[config.mk]
export PLATFORM = sky130hd
export DESIGN_NAME = serial_adder_n
export DESIGN_NICKNAME = d
export VERILOG_FILES = /design/src/rtl/serial_adder_n.sv
export SDC_FILE = /design/constraint.sdc
export NUM_CORES = 1
export LEC_CHECK = 0
export ABC_AREA = 1
export ABC_CLOCK_PERIOD_IN_PS = 1800
export BUFFER_PORTS_ARGS = -buffer_cell sky130_fd_sc_hd__buf_4
export CAP_MARGIN = 10
export CELL_PAD_IN_SITES_DETAIL_PLACEMENT = 0
export CELL_PAD_IN_SITES_GLOBAL_PLACEMENT = 1
export CORE_ASPECT_RATIO = 1.25
export CORE_MARGIN = 4
export CORE_UTILIZATION = 44
export DETAILED_ROUTE_END_ITERATION = 10
export GPL_ROUTABILITY_DRIVEN = 0
export PLACE_DENSITY_LB_ADDON = 0.1
export SYNTH_ARGS = -nofsm -noshare
export SYNTH_HDL_FRONTEND = slang
export SYNTH_SLANG_ARGS = --single-unit
[constraint.sdc]
create_clock -name clk -period 1.8 [get_ports clk]
set_input_delay 0.36 -clock clk [delete_from_list [all_inputs] [get_ports clk]]
set_output_delay 0.36 -clock clk [all_outputs]
set_load 0.1 [all_outputs]
[src/rtl/serial_adder_n.sv]
// Bit-serial adder: one full-adder cell, WIDTH clocks per operation, registered sum/cout/ovf.
// Optional subtract mode (port sub) is enabled by defining SERIAL_ADDER_SUB_EN.
module serial_adder_n #(
    parameter int WIDTH = 8
) (
    input  logic             clk,
    input  logic             rst_n,
    input  logic             start,
    input  logic [WIDTH-1:0] a,
    input  logic [WIDTH-1:0] b,
    input  logic             cin,
`ifdef SERIAL_ADDER_SUB_EN
    input  logic             sub,
`endif
    output logic [WIDTH-1:0] sum,
    output logic             cout,
    output logic             ovf,
    output logic             busy,
    output logic             done
);

    localparam int CW = $clog2(WIDTH);
    localparam logic [CW-1:0] LAST_BIT = CW'(WIDTH - 1);

    typedef enum logic [1:0] {
        IDLE = 2'd0,
        RUN  = 2'd1,
        DONE = 2'd2
    } state_e;

    state_e           state_q, state_d;
    logic [WIDTH-1:0] a_q, a_d;
    logic [WIDTH-1:0] b_q, b_d;
    logic             carry_q, carry_d;
    logic [WIDTH-2:0] res_q, res_d;
    logic [CW-1:0]    cnt_q, cnt_d;
    logic [WIDTH-1:0] sum_q, sum_d;
    logic             cout_q, cout_d;
    logic             ovf_q, ovf_d;

    logic             sub_eff;
    logic             bit_s;
    logic             bit_c;
    logic [WIDTH-1:0] res_cat;

`ifdef SERIAL_ADDER_SUB_EN
    assign sub_eff = sub;
`else
    assign sub_eff = 1'b0;
`endif

    // Single full-adder cell on the operand LSBs and the running carry.
    assign bit_s   = a_q[0] ^ b_q[0] ^ carry_q;
    assign bit_c   = (a_q[0] & b_q[0]) | (carry_q & (a_q[0] ^ b_q[0]));
    assign res_cat = {bit_s, res_q};

    // NOTE: every variable gets a default before the case so no path leaves it unassigned (no latches).
    always_comb begin
        state_d = state_q;
        a_d     = a_q;
        b_d     = b_q;
        carry_d = carry_q;
        res_d   = res_q;
        cnt_d   = cnt_q;
        sum_d   = sum_q;
        cout_d  = cout_q;
        ovf_d   = ovf_q;

        case (state_q)
            IDLE: begin
                if (start) begin
                    state_d = RUN;
                    a_d     = a;
                    // Subtraction is a + ~b + 1, so the forced carry replaces cin.
                    b_d     = b ^ {WIDTH{sub_eff}};
                    carry_d = sub_eff | cin;
                    res_d   = '0;
                    cnt_d   = '0;
                end
            end
            RUN: begin
                a_d     = a_q >> 1;
                b_d     = b_q >> 1;
                carry_d = bit_c;
                res_d   = res_cat[WIDTH-1:1];
                cnt_d   = cnt_q + 1'b1;
                if (cnt_q == LAST_BIT) begin
                    state_d = DONE;
                    sum_d   = res_cat;
                    cout_d  = bit_c;
                    // carry_q is the carry into the MSB at this point.
                    ovf_d   = carry_q ^ bit_c;
                end
            end
            DONE: begin
                state_d = IDLE;
            end
            default: begin
                state_d = IDLE;
            end
        endcase
    end

    // NOTE: state registers use non-blocking assignments so all flops update together at the edge.
    always_ff @(posedge clk or negedge rst_n) begin
        if (!rst_n) begin
            state_q <= IDLE;
            a_q     <= '0;
            b_q     <= '0;
            carry_q <= 1'b0;
            res_q   <= '0;
            cnt_q   <= '0;
            sum_q   <= '0;
            cout_q  <= 1'b0;
            ovf_q   <= 1'b0;
        end else begin
            state_q <= state_d;
            a_q     <= a_d;
            b_q     <= b_d;
            carry_q <= carry_d;
            res_q   <= res_d;
            cnt_q   <= cnt_d;
            sum_q   <= sum_d;
            cout_q  <= cout_d;
            ovf_q   <= ovf_d;
        end
    end

    assign sum  = sum_q;
    assign cout = cout_q;
    assign ovf  = ovf_q;
    assign busy = (state_q == RUN);
    assign done = (state_q == DONE);

endmodule

==> impl_metrics.ini <==
[sta]
fmax_mhz = 591
finalWorstPathRequiredPeriod_ps = 1690
finalHoldViolCount = 0
fin_skew_ps = 2.97
rsz0062_at_grt = no
slew-limit-headroom_pct = 67.1
final_min_period_over_clock_period_pct = 94.0
holdWs_ps = 34.4
timing.setup.tns_ps = 0
finalSetupViolCount = 0
worst_pin_slew_ps = 493
maxSlewViolCount = 0
post-route-worst-setup-slack_ps = 108

[floorplanning]
floorplan.die.height_um = 81.0
io_pins = 32
row_count = 26
die_w_um = 66.4
design.core.area_um2 = 4100
die-area_um2 = 5380
initial_standard_cell_utilization_of_the_core_pct = 45.8

[power]
cellLeakagePower_uw = 0.00122
cell_pwr_density_nw_per_um2 = 2070
internal_power_uw = 2480
combinationalPowerShare_pct = 50.0
share_seq_of_total_power_pct = 31.6
ir_worst_vdd_uv = 850
fin_total_pwr_uw = 4680
net-switching-power_uw = 2200
switching_share_pct = 46.9
clock_power_share_pct = 18.4

[synthesis]
synth.most_common_cell = sky130_fd_sc_hd__nand2_1
synthDominantAreaCellType = sky130_fd_sc_hd__dfrtp_1
net_count_after_synthesis = 241
synthDominantCellAreaShare_pct = 52.0
yosysWarnings = 0
yosys-top-cells-count = sky130_fd_sc_hd__nand2_1, sky130_fd_sc_hd__dfrtp_1, sky130_fd_sc_hd__nand3_1
synth.cell_area_um2 = 1880
synth.ff_latch_count = 39
synth_enable_flop_cells = 0
yosys.cell_types.count = 22
post_synth_main_area_contributors = sky130_fd_sc_hd__dfrtp_1, sky130_fd_sc_hd__nand2_1, sky130_fd_sc_hd__nand3_1
seq_area_frac_synth_pct = 52.0
synthFlopType = sky130_fd_sc_hd__dfrtp_1
syn_avg_cell_area_um2 = 8.60
synth_cells = 218
synth_async_sr_flop_share_pct = 100

[worst_hold_path]
hp-class = in -> async

[detailed_routing]
route.detailed.drc = 0
postRouteAntennaNets = 0
via_count = 1418
vias_per_cell = 4.63
post_drt_wl_per_cell_um = 11.6
detail_route.wirelength_um = 3550
drt_first_iter_violations = 78
drt_pre_antenna_iters = 4

[clocking]
postCtsSetupBuffers = 0
clock_insertion_delay_worst_skew_ps = 290
clk_transition_reported_paths_ps = 80
cts_hold_buf = 0
number_of_cells_upsized_or_downsized_after_cts = 0
clock_tree.root_cell = sky130_fd_sc_hd__clkbuf_8
cts-buffers-inserted = 5
cts_num_sinks = 39
cts-root-to-sink-buffers = 2
cts_tree = yes
clock_tree.htree_level_count = 2

[final_layout]
final_layout_size_suffix_gt1_share_pct = 23.2
antenna-diode-count = 0
design_area_um2 = 2260
fill_cells = 401
area_growth_pct = 20.5
nNetsFinal = 272

[setup_path]
timing_worst_setup_path_type = reg -> out
worstSetupEndpointType = output port
worstPathMaxFanout = 6
nature_of_the_critical_path_startpoint = flip-flop
timing.critical_path.arrival_ps = 1330
crit_required_ps = 1440
ff2ff_path_depth = 6

[job]
max-cap-violations = 0

[global_route]
grt_antenna_before_repair = 0
grt_pass1_wl_um = 6400
grt.overflow.total = 0
grt_max_degree = 40
vias_in_the_first_global_route = 1398
groute.usage.overall_pct = 15.4

[placed_design]
dpl.hpwl_um = 2420
post-place-ws_ps = 310
placed_area_um2 = 2130
port-buffer-count = 31

[run_status]
run_status = completed
## power groups by stage
stage / Sequential, µW / Clock [µW] / Combinational [µW]
final: 1480 / 862 / 2340
after floorplan: 2170 / 0 / 1270
after detailed placement: 1500 / 0 / 2380
after global placement: 1490 / 0 / 2360
after global routing: 1530 / 932 / 2580
after CTS: 1480 / 891 / 2380
## per-stage QoR
step	util, %	std cells
global placement	51.9	298
global route	55.2	306
floorplan	-	218
finish	55.2	306
detailed placement	51.9	298
CTS	55.2	306
## area by class of cell
type | instances | area, µm² | share of cell area [%]
well taps | 56 | 70.1 | 3.10
repair buffers | 33 | 248 | 11.0
flip-flops and latches | 39 | 976 | 43.2
clock inverters | 2 | 60.1 | 2.66
inverters | 35 | 136 | 6.03
clock buffers | 6 | 72.6 | 3.21
multi-input cells | 135 | 698 | 30.9
## layer usage
layer,wire [µm],share of wire [%],GRT usage (%)
met5,0,0,0
met2,1800,51,26.2
met4,10,0.28,3.66
met1,1570,44,19.7
met3,173,4.9,3.87
## sequential cells by signal, indices dropped and copies added, names as in the netlist
signal,count
a_q,8
b_q,8
sum,8
res_q,7
cnt_q,3
state_q,2
carry_q,1
cout,1
ovf,1
## worst paths after layout
kind                          end       start  slack, ps
max                          busy  state_q[1]        110
min                        sum[4]       rst_n         30
max reg2reg                a_q[6]  state_q[1]        320
min reg2reg                a_q[2]      a_q[2]        480
max in group asynchronous  a_q[1]       rst_n       1420
min in group clk           a_q[7]        a[7]        290
## cells by family after synthesis
kind of cell               count (synthesis)  share of synthesized area (%)
adders and majority gates                  3                           2.40
and+or+nand+nor                          112                           27.1
AOI/OAI and AO/OA                         19                           6.87
DFF                                       39                           52.0
xor gates and xnor gates                   1                          0.467
buffers and inverters                     44                           11.1
## critical path, stage by stage (launching register included)
cell and delay, ps:
sky130_fd_sc_hd__dfrtp_1 470, sky130_fd_sc_hd__nor2_4 240, sky130_fd_sc_hd__buf_4 330
## layout by cell type (no fill, tap or decap), drive strengths merged
cell and count:
o21ai 17, nand3 33, fa 1, buf 33, clkbuf 6, ha 2
inv 35, nand2 73, xor2 1, bufinv 2, a21oi 2, nor2 6
dfrtp 39
Note: power is estimated with default switching activity, not from simulation.
